[config.mk]
export PLATFORM = sky130hd
export DESIGN_NAME = fifo_wr_arbiter_flat
export DESIGN_NICKNAME = d
export VERILOG_FILES = /design/src/rtl/fifo_arb_pkg.sv /design/src/rtl/fifo_wr_arbiter_if.sv /design/src/rtl/fifo_wr_arbiter_rr_pick.sv /design/src/rtl/fifo_wr_arbiter.sv /design/src/flat_wrapper.sv
export SDC_FILE = /design/constraint.sdc
export NUM_CORES = 1
export LEC_CHECK = 0
export CORE_ASPECT_RATIO = 0.9
export CORE_MARGIN = 2
export CORE_UTILIZATION = 39
export CTS_CLUSTER_DIAMETER = 60
export CTS_CLUSTER_SIZE = 24
export DETAILED_ROUTE_END_ITERATION = 8
export PLACE_DENSITY = 0.89
export SLEW_MARGIN = 5
export SYNTH_ARGS = -nofsm -noshare
export SYNTH_HDL_FRONTEND = slang
export SYNTH_SLANG_ARGS = --single-unit
[constraint.sdc]
create_clock -name clk -period 2.5 [get_ports clk]
set_input_delay 0.375 -clock clk [delete_from_list [all_inputs] [get_ports clk]]
set_output_delay 0.375 -clock clk [all_outputs]
set_load 0.02 [all_outputs]
[src/rtl/fifo_arb_pkg.sv]
// Shared types, default widths and a width helper for the FIFO write-port arbiter.
package fifo_arb_pkg;

  typedef enum logic {
    IDLE  = 1'b0,
    GRANT = 1'b1
  } arb_state_e;

  localparam int DEF_NUM_REQ      = 4;
  localparam int DEF_DW           = 8;
  localparam int DEF_MAX_BURST    = 8;
  localparam int DEF_IDLE_TIMEOUT = 16;

  // Bits needed to hold the values 0..value-1.
  function automatic int clog2(input int value);
    int r;
    r = 0;
    while ((1 << r) < value) r++;
    return r;
  endfunction

endpackage

[src/rtl/fifo_wr_arbiter_if.sv]
// Requester and FIFO write-side bundle of the arbiter; master drives the requests, slave is the arbiter.
interface fifo_wr_arbiter_if #(
  parameter int NUM_REQ = fifo_arb_pkg::DEF_NUM_REQ,
  parameter int DW      = fifo_arb_pkg::DEF_DW
);
  import fifo_arb_pkg::*;

  localparam int GW = clog2(NUM_REQ);

  logic [NUM_REQ-1:0]    req_valid;
  logic [NUM_REQ*DW-1:0] req_data;
  logic [NUM_REQ-1:0]    req_last;
  logic [NUM_REQ-1:0]    req_ready;
  logic                  fifo_full;
  logic                  fifo_wr_en;
  logic [DW-1:0]         fifo_din;
  logic [GW-1:0]         grant_id;
  logic                  busy;

  modport master (
    output req_valid, req_data, req_last, fifo_full,
    input  req_ready, fifo_wr_en, fifo_din, grant_id, busy
  );

  modport slave (
    input  req_valid, req_data, req_last, fifo_full,
    output req_ready, fifo_wr_en, fifo_din, grant_id, busy
  );

endinterface

[src/rtl/fifo_wr_arbiter_rr_pick.sv]
// Combinational round-robin priority encoder: picks the first set bit of req_i
// searching rr_ptr_i+1, rr_ptr_i+2, ... modulo NUM_REQ.
module rr_pick
  import fifo_arb_pkg::*;
#(
  parameter int NUM_REQ = DEF_NUM_REQ,
  localparam int GW     = clog2(NUM_REQ)
) (
  input  logic [NUM_REQ-1:0] req_i,
  input  logic [GW-1:0]      rr_ptr_i,
  output logic [GW-1:0]      sel_o,
  output logic               any_valid_o
);

  logic [GW-1:0] idx;

  always_comb begin
    // NOTE: every variable gets a default before any conditional assignment, so no latch is inferred.
    idx         = '0;
    sel_o       = rr_ptr_i;
    any_valid_o = |req_i;
    // Walk from the farthest candidate to the nearest so the nearest valid one wins.
    for (int k = NUM_REQ; k >= 1; k--) begin
      idx = GW'((int'(rr_ptr_i) + k) % NUM_REQ);
      if (req_i[idx]) sel_o = idx;
    end
  end

endmodule

[src/rtl/fifo_wr_arbiter.sv]
// Packet-locked round-robin arbiter sharing the FIFO write port between NUM_REQ requesters.
// Optional: define FIFO_ARB_TIMEOUT_EN to release a grant after IDLE_TIMEOUT idle-valid cycles.
module fifo_wr_arbiter
  import fifo_arb_pkg::*;
#(
  parameter int NUM_REQ      = DEF_NUM_REQ,
  parameter int DW           = DEF_DW,
  parameter int MAX_BURST    = DEF_MAX_BURST,
  parameter int IDLE_TIMEOUT = DEF_IDLE_TIMEOUT
) (
  input logic              clk,
  input logic              rst,
  fifo_wr_arbiter_if.slave arb
);

  localparam int GW = clog2(NUM_REQ);
  localparam int BW = clog2(MAX_BURST + 1);

  if (NUM_REQ < 2 || NUM_REQ > 8) begin : g_bad_num_req
    $error("fifo_wr_arbiter: NUM_REQ must be 2..8");
  end
  if (MAX_BURST < 1 || MAX_BURST > 255) begin : g_bad_max_burst
    $error("fifo_wr_arbiter: MAX_BURST must be 1..255");
  end
  if (IDLE_TIMEOUT < 1) begin : g_bad_idle_timeout
    $error("fifo_wr_arbiter: IDLE_TIMEOUT must be at least 1");
  end

  arb_state_e         state_q, state_d;
  logic [GW-1:0]      grant_q, grant_d;
  logic [GW-1:0]      rr_ptr_q, rr_ptr_d;
  logic [BW-1:0]      beat_cnt_q, beat_cnt_d;

  logic [GW-1:0]      pick_sel;
  logic               pick_any;
  logic [DW-1:0]      req_data_arr [NUM_REQ];
  logic [DW-1:0]      g_data;
  logic               g_valid;
  logic               g_last;
  logic               busy;
  logic               transfer;
  logic               burst_done;
  logic [NUM_REQ-1:0] req_ready;
  logic [DW-1:0]      fifo_din;

`ifdef FIFO_ARB_TIMEOUT_EN
  localparam int IW = clog2(IDLE_TIMEOUT + 1);
  logic [IW-1:0] idle_cnt_q, idle_cnt_d;
`endif

  rr_pick #(.NUM_REQ(NUM_REQ)) u_rr_pick (
    .req_i       (arb.req_valid),
    .rr_ptr_i    (rr_ptr_q),
    .sel_o       (pick_sel),
    .any_valid_o (pick_any)
  );

  always_comb begin
    for (int i = 0; i < NUM_REQ; i++) req_data_arr[i] = arb.req_data[i*DW +: DW];
  end

  assign g_data     = req_data_arr[grant_q];
  assign g_valid    = arb.req_valid[grant_q];
  assign g_last     = arb.req_last[grant_q];
  assign busy       = (state_q == GRANT);
  assign transfer   = busy && g_valid && !arb.fifo_full;
  assign burst_done = ((beat_cnt_q + BW'(1)) == BW'(MAX_BURST));

  always_comb begin
    state_d    = state_q;
    grant_d    = grant_q;
    rr_ptr_d   = rr_ptr_q;
    beat_cnt_d = beat_cnt_q;
    req_ready  = '0;
    fifo_din   = '0;
`ifdef FIFO_ARB_TIMEOUT_EN
    idle_cnt_d = idle_cnt_q;
`endif
    case (state_q)
      IDLE: begin
        if (pick_any) begin
          grant_d    = pick_sel;
          beat_cnt_d = '0;
          state_d    = GRANT;
`ifdef FIFO_ARB_TIMEOUT_EN
          idle_cnt_d = '0;
`endif
        end
      end
      GRANT: begin
        req_ready[grant_q] = !arb.fifo_full;
        fifo_din           = g_data;
        if (transfer) begin
          beat_cnt_d = beat_cnt_q + BW'(1);
          if (g_last || burst_done) begin
            state_d  = IDLE;
            rr_ptr_d = grant_q;
          end
        end
`ifdef FIFO_ARB_TIMEOUT_EN
        // Only owner-idle cycles count; a full-stalled but valid owner keeps its count.
        if (transfer) begin
          idle_cnt_d = '0;
        end else if (!g_valid) begin
          idle_cnt_d = idle_cnt_q + IW'(1);
          if (idle_cnt_d == IW'(IDLE_TIMEOUT)) begin
            state_d  = IDLE;
            rr_ptr_d = grant_q;
          end
        end
`endif
      end
      default: state_d = IDLE;
    endcase
  end

  always_ff @(posedge clk or negedge rst) begin
    if (!rst) begin
      state_q    <= IDLE;
      grant_q    <= '0;
      rr_ptr_q   <= GW'(NUM_REQ - 1);
      beat_cnt_q <= '0;
    end else begin
      // NOTE: non-blocking assignments, so every register samples the pre-edge values of the others.
      state_q    <= state_d;
      grant_q    <= grant_d;
      rr_ptr_q   <= rr_ptr_d;
      beat_cnt_q <= beat_cnt_d;
    end
  end

`ifdef FIFO_ARB_TIMEOUT_EN
  always_ff @(posedge clk or negedge rst) begin
    if (!rst) idle_cnt_q <= '0;
    else      idle_cnt_q <= idle_cnt_d;
  end
`endif

  assign arb.req_ready  = req_ready;
  assign arb.fifo_wr_en = transfer;
  assign arb.fifo_din   = fifo_din;
  assign arb.grant_id   = grant_q;
  assign arb.busy       = busy;

endmodule

[src/flat_wrapper.sv]
// flat-port wrapper written by rule: the top's interface ports become plain ports
module fifo_wr_arbiter_flat import fifo_arb_pkg::*;
#(
  parameter int NUM_REQ      = DEF_NUM_REQ,
  parameter int DW           = DEF_DW,
  parameter int MAX_BURST    = DEF_MAX_BURST,
  parameter int IDLE_TIMEOUT = DEF_IDLE_TIMEOUT
)
  (clk, rst, arb_req_valid, arb_req_data, arb_req_last, arb_fifo_full, arb_req_ready, arb_fifo_wr_en, arb_fifo_din, arb_grant_id, arb_busy);
  fifo_wr_arbiter_if #(.NUM_REQ(NUM_REQ), .DW(DW)) arb_i ();
  input logic clk;
  input logic rst;
  input wire logic [$bits(arb_i.req_valid)-1:0] arb_req_valid;
  input wire logic [$bits(arb_i.req_data)-1:0] arb_req_data;
  input wire logic [$bits(arb_i.req_last)-1:0] arb_req_last;
  input wire logic [$bits(arb_i.fifo_full)-1:0] arb_fifo_full;
  output wire logic [$bits(arb_i.req_ready)-1:0] arb_req_ready;
  output wire logic [$bits(arb_i.fifo_wr_en)-1:0] arb_fifo_wr_en;
  output wire logic [$bits(arb_i.fifo_din)-1:0] arb_fifo_din;
  output wire logic [$bits(arb_i.grant_id)-1:0] arb_grant_id;
  output wire logic [$bits(arb_i.busy)-1:0] arb_busy;
  assign arb_i.req_valid = arb_req_valid;
  assign arb_i.req_data = arb_req_data;
  assign arb_i.req_last = arb_req_last;
  assign arb_i.fifo_full = arb_fifo_full;
  assign arb_req_ready = arb_i.req_ready;
  assign arb_fifo_wr_en = arb_i.fifo_wr_en;
  assign arb_fifo_din = arb_i.fifo_din;
  assign arb_grant_id = arb_i.grant_id;
  assign arb_busy = arb_i.busy;
  fifo_wr_arbiter #(.NUM_REQ(NUM_REQ), .DW(DW), .MAX_BURST(MAX_BURST), .IDLE_TIMEOUT(IDLE_TIMEOUT)) u_core (.clk(clk), .rst(rst), .arb(arb_i));
endmodule
# --- After elaboration in Yosys (flattened, before gate mapping) ---
# Cells that the tools add are included.
totals:
  word_cells: 61
  out_inout_bits: 16
  reg_bits: 9
op_classes:
  n_reduce_logical: 9
  n_eq_ne: 3
  muxes: 30
  bitwise: 3
  addsub: 5
  order_cmp: 7
op_table:
  columns: ["op", "n"]
  rows:
  - ["$mux W8", 3]
  - ["$bmux W8 S2", 1]
  - ["$lt A2 B3 Y1 const B", 5]
  - ["$bmux W1 S2", 6]
  - ["$mux W4", 3]
  - ["$mux W1", 10]
  - ["$mux W2", 4]
  - ["$pmux W4 S2", 1]
  - ["$add A2 B1 Y2 const B", 2]
  - ["$add A2 B2 Y2 const B", 2]
  - ["$add A4 B1 Y4 const B", 1]
  - ["$and A4 B4 Y4", 1]
  - ["$eq A4 B4 Y1 const B", 1]
  - ["$reduce_and A2 Y1", 2]
  - ["$reduce_or A4 Y1", 1]
  - ["$ge A3 B3 Y1 const B", 1]
  - ["$logic_and A1 B1 Y1", 3]
  - ["$not A2 Y3", 1]
  - ["$reduce_and A3 Y1", 1]
  - ["$demux W1 S2", 1]
  - ["$ge A2 B1 Y1 const B", 1]
  - ["$ne A2 B1 Y1 const B", 1]
  - ["$ne A2 B2 Y1 const B", 1]
  - ["$pmux W1 S2", 1]
  - ["3 further kinds", 3]

# --- Logic depth before layout (Yosys ltp) ---
# Gate-level depths: netlist of run 1.
depth:
  word_depth: 7
  mapped_depth: 6
  mapped_depth_nobuf: 5

# --- Cells and area by module ---
# From an unflattened synthesis of run 1, not the netlist that was laid out.
hier_totals:
  hier_cells: 79
  hier_area_um2: 890.9
modules_own_cells:
  columns: ["mod", "cells_each", "n_inst", "seq_area_each_um2", "area_per_inst_um2"]
  rows:
  - ["fifo_wr_arbiter", 65, 1, 227.7, 818.3]
  - ["rr_pick", 14, 1, 0.0, 72.6]

# --- Least setup slack after synthesis of run 1 ---
# No wires, ideal clock.
synth_timing:
  kind: "register to output"
  from: "register u_core.grant_q[0] (netlist: u_core.arb.grant_id[0])"
  to: "output port arb_req_ready[0]"
  path_stages_with_launch: 4
  t_arrival_ns: 1.472
  t_required_ns: 2.125
  setup_slack_ns: 0.653
  path_cell_list: "dfrtp_1 > buf_6 > buf_12 > nor4_1"
synth_via:
  elab_chain_len: 6
  elab_cells_between_ends: 7
synth_rtl:
  columns: ["element", "line_no", "text"]
  rows:
  - ["start: declaration", "fifo_wr_arbiter.sv:30", "logic [GW-1:0] grant_q, grant_d;"]
  - ["start signal: assignment", "fifo_wr_arbiter.sv:126", "grant_q <= grant_d;"]
  - ["$lt A2 B3 Y1 (implied by the code) / $ge A2 B1 Y1 (equally long branches)", "fifo_wr_arbiter.sv:91", "req_ready[grant_q] = !arb.fifo_full;"]
  - ["$logic_and A1 B1 Y1 (implied by the code)", "fifo_wr_arbiter.sv:91", null]
  - ["$mux W1 (implied by the code)", "fifo_wr_arbiter.sv:91", null]
  - ["$demux W1 S2 *", null, null]
  - ["$and A4 B4 Y4 (no line) *", null, null]
  - ["$mux W4 *", "fifo_wr_arbiter.sv:79", "case (state_q)"]
  - ["end: declaration", "flat_wrapper.sv:17", "output wire logic [$bits(arb_i.req_ready)-1:0] arb_req_ready;"]
# Mark *: on every way between the ends. The rest lies on a longest branch, timed or not.

# --- Worst setup path after layout of run 1 ---
layout_timing:
  from: "register u_core.grant_q[0] (netlist: u_core.arb.grant_id[0])"
  to: "output port arb_fifo_din[0]"
layout_via:
  elab_chain_len: 5
layout_rtl:
  columns: ["element", "line_no", "text"]
  rows:
  - ["$not A2 Y3 (implied by the code)", "fifo_wr_arbiter.sv:62", "assign g_data = req_data_arr[grant_q];"]
  - ["$bmux W8 S2", "fifo_wr_arbiter.sv:62", null]
  - ["$mux W8 (implied by the code) (2 in series)", "fifo_wr_arbiter.sv:62", null]
  - ["$mux W8", "fifo_wr_arbiter.sv:79", null]
  - ["end: declaration", "flat_wrapper.sv:19", "output wire logic [$bits(arb_i.fifo_din)-1:0] arb_fifo_din;"]
# Every way passes these cells. The select of a mux whose other input is x is not followed.

==> out/qor.csv, run 1 <==
metric,value,unit
outcome,finished clean,
Yosys reg bits,9,
crit path time final,2.41,ns
"Reg clk slew, reported paths",0.06,ns
Final period util,96.5,%
Via density,5.12,
worst path bufs/invs,2,
first-pass GRT wire length,4.05,mm
vias in the first global route,832,
GP Congestion,0.816,
Final Skew,0.00351,ns
Starting Density,41.5,%
max-slew violation count,0,
post-synth top area share,19.2,%
"Async S/R FF share, synth",100,%
power density over the cells,970,mW/mm^2
Clock Path Buffers,2,
Critical Path AT,2.04,ns
Post-Syn Area,913,um^2
remaining antenna violation count,0,
CP max FO,7,
total congestion overflow,0,
Yosys warning count,0,
crit path max-delay cell type,mux4_1,
Final Power,1510,uW
critical path type,reg -> out,
Clock Latency Late Sink,0.25,ns
DP HPWL,2.29,mm
Worst Hold Class,in -> async,
Critical Path Source Type,flop,
worst slew pin tran,0.530,ns
row cnt,16,
number of synthesized flops with an enable pin,0,
DIE WIDTH,55.0,um
Crit. End Element,primary output,
TritonRoute pass-1 iters,4,
WL per Instance,15.8,um
root buf cell,clkbuf_4,
core area,0.00220,mm^2
initial antenna violation count,0,
Post-route DRC,0,
largest net degree at the start of global routing,17,
Synth Area per Inst,11.9,um^2
Worst R2R End,u_core.rr_ptr_q[0],
Area contributors post-synth,"dfrtp_1 (19%), mux4_2 (15%), mux4_1 (12%)",
worst r2r path cells,5,
post-synthesis sequential area ratio,24.9,%
max_slew headroom,64.3,%
Static Leak,0.000664,uW
gr usage total,20.9,%
final setup fails,0,
RSZ-0062 raised after global routing,false,
CTS tree,built,
TritonCTS buffer count,3,
Syn Inst Count,77,
hold-fix buffers at CTS,0,
setup TNS,0,ns
Peak VDD IR,0.000694,V
initial detailed-routing violation count,8,
top cell type by total area after synthesis,dfrtp_1,
die area,0.00275,mm^2
fillers,145,
Fmax,415,MHz
crit-path max cell delay,0.54,ns
Inserted Diodes,0,
vias,866,
crit path cell chain,"buf_4, mux4_1, and2_1, clkdlybuf4s50_1",
Layout area overhead,71.0,%
"reg-to-reg slack, setup",0.90,ns
Max-Cap Viols,0,
WP depth,4,
WP data required,2.12,ns
Netlist cell types,41,
CP endpoint,arb_fifo_din[0],
synthesized net count,121,
Final Hold Vio Count,0,
Top Family by Delay on Critical Path,buffers and inverters,
net count reported at finish,187,
routed wire length,2.68,mm
Reg area,228,um^2
Top Ports,59,
TritonCTS Sinks,9,
area of the multi-input gates,606,um^2
layout cells sized above 1,21.1,%
top_reg_cell synth,dfrtp_1,
H-tree depth,1,
die height,49.9,um
crit path from,u_core.arb.grant_id[0],
R2R Path Start,u_core.arb.busy,
number of I/O port buffers,58,
==> where the power goes <==
group,switching (uW),internal (uW)
logic,481,620
registers,84.3,221
clock network,46.2,61.2
==> per-layer routing <==
layer | up-vias | GRT usage, % | part of all wire [%]
li1 | 431 | - | -
met1 | 399 | 23.6 | 37
met2 | 34 | 39.1 | 54
met3 | 2 | 5.15 | 9.1
met4 | 0 | 2.44 | 0.37
met5 | - | 0 | 0
==> cells in the mapped netlist, types with 2 or more instances <==
| master | number |
|---|---|
| mux4_2 | 6 |
| buf_6 | 2 |
| nor3b_1 | 2 |
| a31oi_1 | 2 |
| nor2_1 | 3 |
| a21oi_1 | 2 |
| o21ai_0 | 2 |
| mux2_4 | 3 |
| nor4_1 | 2 |
| and2_1 | 8 |
| nand2_1 | 2 |
| dfstp_2 | 2 |
| inv_1 | 2 |
| mux4_1 | 4 |
| and3b_1 | 2 |
| inv_2 | 2 |
| dfrtp_1 | 7 |
==> stage by stage <==
stage | worst slack (ns) | utilization [%] | std cells | hold WS [ns] | instance area (um^2)
final | 0.0877 | 70.9 | 169 | 0.416 | 1560
after global routing | 0.0102 | 70.9 | 169 | 0.434 | 1560
after global placement | 0.124 | 69.5 | 165 | 0.543 | 1530
after floorplan | 0.653 | - | 77 | 0.0794 | 913
after CTS | 0.0330 | 70.7 | 169 | 0.423 | 1560
after detailed placement | 0.0974 | 69.5 | 165 | 0.560 | 1530
==> kinds of logic after synthesis <==
group / count (synthesis) / share of synthesized area [%]
simple gates: 27 / 19.3
compound gates: 15 / 12.3
mux: 14 / 32.3
buf+inv: 10 / 8.77
flops: 9 / 24.9
xor+xnor: 1 / 0.959
fa+ha+maj: 1 / 1.37
==> state kept, by name, summed over array words and instances (netlist names) <==
| register | flops |
|---|---|
| u_core.arb.busy | 1 |
| u_core.arb.grant_id | 2 |
| u_core.beat_cnt_q | 4 |
| u_core.rr_ptr_q | 2 |
==> layout make-up <==
type | count | area share, %
Clock buffer | 4 | 1.68
Inverter | 4 | 0.962
Multi-Input combinational cell | 58 | 38.8
Sequential cell | 9 | 14.6
Tap cell | 27 | 2.16
Timing Repair Buffer | 67 | 41.8
==> how the worst min path moves through the flow <==
stage	start	to	cells after the start
floorplan	rst	u_core.arb.busy	0
global placement	u_core.beat_cnt_q[2]	u_core.beat_cnt_q[2]	1
detailed placement	u_core.beat_cnt_q[2]	u_core.beat_cnt_q[2]	1
CTS	rst	u_core.arb.busy	1
global route	rst	u_core.beat_cnt_q[3]	1
finish	rst	u_core.arb.busy	1
==> cell usage in the layout, fill, tap and decap left out, types with 3 or more instances in the layout <==
cell type        instances
dfrtp_1                  7
nor2_1                   3
mux4_2                   6
mux4_1                   4
and2_1                   8
clkbuf_4                 3
mux2_4                   3
buf_4                    9
clkdlybuf4s50_1         56
==> timing repair <==
action,CTS,global route
gates resized for setup,0,2
endpoints found under the setup margin,0,2
setup buffers,0,0
Note: power is estimated with default switching activity, not from simulation.
==> run 2: changes to the inputs <==
Settings changed: CTS_CLUSTER_DIAMETER 60 to unset, SLEW_MARGIN 5 to 0.
==> results of run 2 <==
Final layout, timing and power as in run 1 (identical DEF).
==> run 3: changes to the inputs <==
Settings changed: CAP_MARGIN set to 15.
==> results of run 3 <==
Final layout, timing and power as in run 1 (identical DEF).
